File: src/rtl/sdram_pkg.sv
// sdram_pkg: shared widths, arbiter state and Avalon write-request type for the SDRAM write path
package sdram_pkg;
  localparam int ADDRESS_BITS = 29;
  localparam int DATA_BITS    = 64;
  localparam int BURST_BITS   = 8;
  typedef enum logic {IDLE, BURST} arb_state_t;
  typedef struct packed {
    logic [ADDRESS_BITS-1:0]  address;
    logic [BURST_BITS-1:0]    burstcount;
    logic [DATA_BITS-1:0]     writedata;
    logic [DATA_BITS/8-1:0]   byteenable;
    logic                     write;
  } avl_wr_req_t;
endpackage

File: src/rtl/round_robin_pick.sv
// round_robin_pick: two-way picker; on a tie the master that did not win last time wins
module round_robin_pick (
  input  logic req0,
  input  logic req1,
  input  logic last_grant,
  output logic valid,
  output logic winner
);
  always_comb begin
    valid  = req0 | req1;
    winner = (req0 && req1) ? ~last_grant : req1;
  end
endmodule

File: src/rtl/sdram_write_arbiter.sv
// sdram_write_arbiter: burst-locked round-robin share of one f2h SDRAM write port between color (m0) and Z (m1).
// Define SDRAM_ARB_STATS_EN to build the burst/contention counters behind debug_value0..2.
module sdram_write_arbiter #(
  parameter int ADDRESS_BITS = sdram_pkg::ADDRESS_BITS,
  parameter int DATA_BITS    = sdram_pkg::DATA_BITS,
  parameter int BURST_BITS   = sdram_pkg::BURST_BITS
) (
  input  logic                    clock,
  input  logic                    reset_n,
  input  logic [ADDRESS_BITS-1:0] m0_address,
  input  logic [BURST_BITS-1:0]   m0_burstcount,
  input  logic [DATA_BITS-1:0]    m0_writedata,
  input  logic [DATA_BITS/8-1:0]  m0_byteenable,
  input  logic                    m0_write,
  output logic                    m0_waitrequest,
  input  logic [ADDRESS_BITS-1:0] m1_address,
  input  logic [BURST_BITS-1:0]   m1_burstcount,
  input  logic [DATA_BITS-1:0]    m1_writedata,
  input  logic [DATA_BITS/8-1:0]  m1_byteenable,
  input  logic                    m1_write,
  output logic                    m1_waitrequest,
  output logic [ADDRESS_BITS-1:0] s_address,
  output logic [BURST_BITS-1:0]   s_burstcount,
  output logic [DATA_BITS-1:0]    s_writedata,
  output logic [DATA_BITS/8-1:0]  s_byteenable,
  output logic                    s_write,
  input  logic                    s_waitrequest,
  output logic [31:0]             debug_value0,
  output logic [31:0]             debug_value1,
  output logic [31:0]             debug_value2
);
  import sdram_pkg::*;
  arb_state_t            state;
  logic                  grant, last_grant, first_beat;
  logic [BURST_BITS-1:0] beats_left;
  logic                  pick_valid, pick_winner, burst, accept, last_beat;
  round_robin_pick u_pick (
    .req0       (m0_write),
    .req1       (m1_write),
    .last_grant (last_grant),
    .valid      (pick_valid),
    .winner     (pick_winner)
  );
  always_comb begin
    burst          = state == BURST;
    s_address      = grant ? m1_address    : m0_address;
    s_burstcount   = grant ? m1_burstcount : m0_burstcount;
    s_writedata    = grant ? m1_writedata  : m0_writedata;
    s_byteenable   = grant ? m1_byteenable : m0_byteenable;
    s_write        = burst && (grant ? m1_write : m0_write);
    m0_waitrequest = (burst && !grant) ? s_waitrequest : 1'b1;
    m1_waitrequest = (burst && grant)  ? s_waitrequest : 1'b1;
    accept         = s_write && !s_waitrequest;
    // burstcount 0 behaves as a single beat, hence <= 1 on both paths
    last_beat      = first_beat ? (s_burstcount <= BURST_BITS'(1)) : (beats_left <= BURST_BITS'(1));
  end
  always_ff @(posedge clock or negedge reset_n) begin
    if (!reset_n) begin
      state      <= IDLE;
      grant      <= 1'b0;
      last_grant <= 1'b1;
      first_beat <= 1'b0;
      beats_left <= '0;
    end else if (!burst) begin
      if (pick_valid) begin
        grant      <= pick_winner;
        first_beat <= 1'b1;
        state      <= BURST;
      end
    end else if (accept) begin
      first_beat <= 1'b0;
      beats_left <= first_beat ? ((s_burstcount == '0) ? '0 : s_burstcount - BURST_BITS'(1)) : beats_left - BURST_BITS'(1);
      if (last_beat) begin
        last_grant <= grant;
        state      <= IDLE;
      end
    end
  end
`ifdef SDRAM_ARB_STATS_EN
  logic [31:0] bursts0, bursts1, stalls;
  always_ff @(posedge clock or negedge reset_n) begin
    if (!reset_n) begin
      bursts0 <= '0;
      bursts1 <= '0;
      stalls  <= '0;
    end else begin
      if (accept && last_beat && !grant) bursts0 <= bursts0 + 32'd1;
      if (accept && last_beat && grant) bursts1 <= bursts1 + 32'd1;
      if (burst && (grant ? m0_write : m1_write)) stalls <= stalls + 32'd1;
    end
  end
  assign debug_value0 = bursts0;
  assign debug_value1 = bursts1;
  assign debug_value2 = stalls;
`else
  assign debug_value0 = '0;
  assign debug_value1 = '0;
  assign debug_value2 = '0;
`endif
endmodule

File: config.mk
export PLATFORM = sky130hd
export DESIGN_NAME = sdram_write_arbiter
export DESIGN_NICKNAME = d
export VERILOG_FILES = /design/src/rtl/sdram_pkg.sv /design/src/rtl/round_robin_pick.sv /design/src/rtl/sdram_write_arbiter.sv
export SDC_FILE = /design/constraint.sdc
export NUM_CORES = 1
export LEC_CHECK = 0
export CORE_AREA = 2 2 169 171
export DETAILED_ROUTE_END_ITERATION = 8
export DIE_AREA = 0 0 171 173
export DONT_BUFFER_PORTS = 1
export PLACE_DENSITY_LB_ADDON = 0.15
export SYNTH_ARGS = -nofsm -noshare
export SYNTH_HDL_FRONTEND = slang
export SYNTH_HIERARCHICAL = 1
export SYNTH_SLANG_ARGS = --single-unit
File: constraint.sdc
create_clock -name clock -period 2.63 [get_ports clock]
set_clock_uncertainty 0.15 [all_clocks]
set_input_delay 0.3945 -clock clock [delete_from_list [all_inputs] [get_ports clock]]
set_output_delay 0.3945 -clock clock [all_outputs]
set_load 0.01 [all_outputs]
==> impl_metrics.json, run 1 <==
{
  "vias": 2262,
  "die_area_um2": 29600,
  "slew_headroom": 0.480,
  "fin_hold_ws_ns": 0.279,
  "synth-seq-cells": 12,
  "antenna_found_initial": 9,
  "syn_inst": 323,
  "num-fill-cells": 3198,
  "critPathKind": "register to output pin",
  "dieHeight_um": 173,
  "syn_area_um2": 2920,
  "clk_pin_slew_ns": 0.05,
  "finalSetupViolations": 0,
  "hp-class": "input pin to register",
  "min_path_cells": 3,
  "drive_gt1_frac": 0.390,
  "htreeDepth": 1,
  "area_growth_syn_to_layout_pct": 6.38,
  "cts_root_buf": "clkbuf_16",
  "leakage_nw": 1.14,
  "die_w_um": 171,
  "fin_area_um2": 3110,
  "cp.arrival_ns": 1.88,
  "avgSynthCellArea_um2": 9.05,
  "pin_count": 431,
  "synth_top_flop_cell": "dfrtp_1",
  "cts_tree": "done",
  "seq_area_frac_synth": 0.103,
  "firstDrtPassIters": 4,
  "drcViolationCount": 0,
  "maxCapViolCount": 0,
  "ir_drop_mv": 0.250,
  "grt_overflow": 0,
  "start_util": 0.106,
  "route.antenna.remaining_nets": 0,
  "tightest_slew_ns": 0.773,
  "rrSetupSlack_ns": 0.37,
  "rsz0062_at_grt": "false",
  "clkLatencyLatePin_ns": 0.24,
  "grtUsageTotal": 0.0806,
  "wire_per_inst_um": 19.1,
  "via_per_inst": 3.22,
  "reg2reg_depth": 6,
  "hpwl_um": 12200,
  "slew_viol_final": 0,
  "grt_pass1_vias": 2213,
  "core-area_um2": 27600,
  "final_nets": 544,
  "synthArstFlopShare": 1.00,
  "setup_tns_ns": 0,
  "hold_viol_final": 0,
  "end_kind": "output pin",
  "initialDrtViolationCount": 77,
  "synth_warnings": 6,
  "portBuffers": 0,
  "synth-edff-count": 0,
  "ctsLongestPathBuffers": 2,
  "cp_data_required_time_ns": 2.09,
  "cts_buffers": 3,
  "period_needed_ns": 2.43,
  "max_freq_mhz": 412,
  "period_share": 0.922,
  "postCtsSetupRepairBufs": 0,
  "crit_fanout": 75,
  "status": "complete, no violations",
  "clock_sinks": 12,
  "gp_congestion": 0.814,
  "grt_start_max_net_pins": 76,
  "num_rows": 61,
  "powerDensity_nw_per_um2": 663,
  "routed_wl_um": 13400,
  "postPlaceCellArea_um2": 2990,
  "grt_first_pass_wirelength_um": 16800,
  "start_kind": "register",
  "synth_cell_types": 42
}
## sequential cells by signal, indices dropped and copies added, names as in the netlist
name        flops
last_grant      1
first_beat      1
grant           1
beats_left      8
burst           1
## area by class of cell
type	count	area (um2)	share of cell area
Multi-Input combinational cell	289	2160	0.695
Tap cell	378	473	0.152
Sequential cell	12	305	0.0981
Clock buffer	4	88.8	0.0286
Timing Repair Buffer	4	36.3	0.0117
Inverter	6	22.5	0.00724
Antenna cell	9	22.5	0.00724
## repair_timing
action,4_1_cts,5_1_grt
setup endpoints to repair,0,71
hold buffers,1,0
gates resized for setup,0,1
endpoints found under the hold margin,12,0
## critical path, stage by stage, from the launching register on
cell,delay [ns]
dfrtp_4,0.57
buf_6,0.50
mux2_2,0.45
## per-stage QoR
| stage | instances | power, W | setup WS, ns | util |
|---|---|---|---|---|
| 6_report | 702 | 0.00206 | 0.205 | 0.113 |
| 5_1_grt | 700 | 0.00222 | 0.111 | 0.112 |
| 4_1_cts | 693 | 0.00209 | 0.0356 | 0.112 |
| 3_5_place_dp | 688 | 0.00175 | 0.303 | 0.108 |
| 3_3_place_gp | 688 | 0.00175 | 0.359 | 0.108 |
| 2_1_floorplan | 418 | 0.00163 | 0.0295 | - |
## kinds of logic (layout without fill, tap and decap cells)
group,Yosys count,after routing,synth area share
AOI/OAI and AO/OA,31,31,0.0770
xor gates and xnor gates,5,5,0.0150
adders and majority gates,5,5,0.0214
buffers and inverters,117,14,0.282
DFF,12,12,0.103
muxes,112,112,0.430
other,1,105,0.00128
and+or+nand+nor,40,40,0.0702
## cells in the final DEF (no fill, tap or decap), types with 3 or more instances in the layout
cell type	synthesis	routed
nand2_1	7	7
nor2b_1	3	3
nand2b_1	3	3
nor2_1	10	10
xor2_1	3	3
ha_1	5	4
clkbuf_16	0	3
a21oi_1	6	6
inv_1	6	6
o21ai_0	7	7
nor3_1	6	6
o221ai_1	3	3
diode_2	0	9
conb_1	1	96
dfrtp_1	11	10
mux2_2	109	109
## routing by layer
layer	up-vias	wire [um]	track usage	share of wire
met5	-	0	0	0
met4	0	484	0.0328	0.036
met3	18	1170	0.0130	0.087
met2	264	6850	0.149	0.51
met1	1031	4890	0.0908	0.37
li1	949	-	-	-
## cell usage after synthesis, drive strengths merged, types with 2 or more instances
| cell | count | area [um2] |
|---|---|---|
| a21oi | 7 | 38.8 |
| buf | 109 | 793 |
| clkbuf | 2 | 7.51 |
| dfrtp | 11 | 275 |
| ha | 5 | 62.6 |
| inv | 6 | 22.5 |
| mux2 | 110 | 1240 |
| mux2i | 2 | 20.0 |
| nand2 | 7 | 26.3 |
| nand2b | 3 | 18.8 |
| nand3 | 2 | 10.0 |
| nor2 | 10 | 37.5 |
| nor2b | 3 | 18.8 |
| nor3 | 6 | 30.0 |
| nor3b | 2 | 15.0 |
| nor4 | 2 | 12.5 |
| o2111ai | 2 | 17.5 |
| o211ai | 2 | 15.0 |
| o21ai | 7 | 35.0 |
| o221ai | 3 | 26.3 |
| xnor2 | 2 | 17.5 |
| xor2 | 3 | 26.3 |
## power breakdown
group          internal [W]  total (W)  switching, W
registers          0.000252   0.000338     0.0000860
logic              0.000582    0.00141      0.000825
clock network      0.000230   0.000317     0.0000867
total               0.00106    0.00206      0.000998
## worst paths after layout
path,startpoint,to
min in group asynchronous,reset_n,beats_left[7]$_DFFE_PN0P_
worst min register to register,beats_left[6]$_DFFE_PN0P_,beats_left[6]$_DFFE_PN0P_
worst min-delay path,m0_write,burst$_DFF_PN0_
max in group asynchronous,reset_n,grant$_DFFE_PN0P_
worst max register to register,grant$_DFFE_PN0P_,last_grant$_DFFE_PN1P_
worst max-delay path,grant$_DFFE_PN0P_,s_writedata[18]
No activity file was read; power rests on OpenSTA's default activity.
==> run 2, diff against run 1 <==
--- a/config.mk
+++ b/config.mk
@@ -5,9 +5,10 @@
 export SDC_FILE = /design/constraint.sdc
 export NUM_CORES = 1
 export LEC_CHECK = 0
-export CORE_AREA = 2 2 169 171
+export CORE_AREA = 2 2 167 169
+export CTS_CLUSTER_SIZE = 28
 export DETAILED_ROUTE_END_ITERATION = 8
-export DIE_AREA = 0 0 171 173
+export DIE_AREA = 0 0 169 171
 export DONT_BUFFER_PORTS = 1
 export PLACE_DENSITY_LB_ADDON = 0.15
 export SYNTH_ARGS = -nofsm -noshare
==> run 2 against run 1 <==
  * Cell count shrank 5.1%
  * Critical path type unchanged
  * Combinational power grew 5%
  * Global-route usage grew 0.52 points
  * Critical path depth is the same
==> impl_metrics.json, run 2 (synthesis gave the netlist of run 1 again) <==
{
  "status": "complete, no violations",
  "instances_no_fill": 666,
  "rsz0062_at_grt": "false",
  "firstDrtPassIters": 5,
  "clkLatencyLatePin_ns": 0.24,
  "powerDensity_nw_per_um2": 691,
  "slew_viol_final": 0,
  "min_path_cells": 3,
  "initialDrtViolationCount": 74,
  "critPathKind": "register to output pin",
  "grt_pass1_vias": 2039,
  "die_w_um": 169,
  "drive_gt1_frac": 0.387,
  "via_per_inst": 3.36,
  "grt_first_pass_wirelength_um": 16600,
  "period_share": 0.903,
  "largest-register": "beats_left",
  "num-fill-cells": 3147,
  "clock_sinks": 12,
  "htreeDepth": 1,
  "slew_headroom": 0.575,
  "final_common_cell": "mux2_2",
  "ir_drop_mv": 0.231,
  "grt_overflow": 0,
  "hp-class": "input pin to register",
  "maxCapViolCount": 0,
  "num_rows": 61,
  "period_needed_ns": 2.37,
  "core-area_um2": 27300,
  "portBuffers": 0,
  "final_nets": 544,
  "routed_wl_um": 14500,
  "route.antenna.remaining_nets": 0,
  "clk_pin_slew_ns": 0.04,
  "place_inst": 656,
  "end_kind": "output pin",
  "grt_start_max_net_pins": 65,
  "dieHeight_um": 171,
  "reg2reg_depth": 5,
  "start_kind": "register",
  "hpwl_um": 13200,
  "cts_tree": "done",
  "vias": 2241,
  "finalSetupViolations": 0,
  "antenna_found_initial": 11,
  "pin_count": 431,
  "setup_tns_ns": 0,
  "crit_fanout": 64,
  "grtUsageTotal": 0.0857,
  "hold_viol_final": 0,
  "max_freq_mhz": 421,
  "cts_root_buf": "clkbuf_16",
  "ctsLongestPathBuffers": 2,
  "largest_reg_flops": 8,
  "cts_buffers": 3,
  "start_util": 0.107,
  "die_area_um2": 28900,
  "leakage_nw": 1.13,
  "tightest_slew_ns": 0.635,
  "wire_per_inst_um": 21.8,
  "seq_area_um2": 305,
  "area_growth_syn_to_layout_pct": 4.32,
  "multi_input_area_um2": 2160,
  "mostFrequentLayoutCells": "mux2_2, conb_1, nor2_1, dfrtp_1",
  "cp.arrival_ns": 1.83,
  "cp_data_required_time_ns": 2.09,
  "drcViolationCount": 0,
  "gp_congestion": 0.736
}
-- run 2: cell types whose count changed in the layout (fill, tap and decap cells not counted), sizes merged --
cell,delta
diode,-4
-- run 2: worst max-delay path, stage by stage (launching register included) --
cell and delay [ns]:
dfrtp_4 0.57, buf_6 0.47, mux2_2 0.46
-- run 2: layer usage --
layer  up-vias  GRT usage  wire, um  share of wire
li1        936          -         -              -
met1       997     0.0987      5460           0.38
met2       274      0.155      7150           0.49
met3        34     0.0173      1270          0.088
met4         0     0.0346       632          0.044
met5         -          0         0              0
-- run 2: where the power goes --
group	switching (W)	total (W)	internal, W
Sequential	0.0000908	0.000342	0.000252
Clock	0.0000834	0.000288	0.000204
Combinational	0.000895	0.00148	0.000583
-- run 2: cell type report --
| type | instances | share of cell area |
|---|---|---|
| Antenna cell | 5 | 0.00410 |
| Sequential cell | 12 | 0.100 |
| Tap cell | 346 | 0.142 |
| Clock buffer | 4 | 0.0258 |
| Timing Repair Buffer | 4 | 0.0119 |
| Inverter | 6 | 0.00738 |
| Multi-Input combinational cell | 289 | 0.709 |
-- run 2: what timing repair did --
| item | in CTS | in global routing |
|---|---|---|
| buffers inserted | 0 | 0 |
| hold endpoints to repair | 12 | 0 |
| setup endpoints to repair | 0 | 13 |
| hold buffers | 1 | 0 |
| gates resized for setup | 0 | 1 |
-- run 2: through the flow --
stage	cell area, um2	hold WS [ns]	power [W]	utilization	setup WS [ns]
after global routing	3050	0.292	0.00225	0.112	0.151
final	3050	0.256	0.00211	0.112	0.256
after floorplan	3290	-0.0511	0.00163	-	0.0295
after CTS	3030	0.259	0.00214	0.111	0.0902
after global placement	2950	-0.0506	0.00184	0.108	0.324
after detailed placement	2950	-0.0506	0.00183	0.108	0.295
-- run 2: worst paths after layout --
kind,from,end,slack (ns)
min in group asynchronous,reset_n,beats_left[0]$_DFFE_PN0P_,0.47
worst min register to register,beats_left[7]$_DFFE_PN0P_,beats_left[7]$_DFFE_PN0P_,0.40
worst min-delay path,m0_write,burst$_DFF_PN0_,0.26
worst max-delay path,grant$_DFFE_PN0P_,s_writedata[16],0.26
worst max register to register,grant$_DFFE_PN0P_,beats_left[5]$_DFFE_PN0P_,0.31
max in group asynchronous,reset_n,grant$_DFFE_PN0P_,1.39
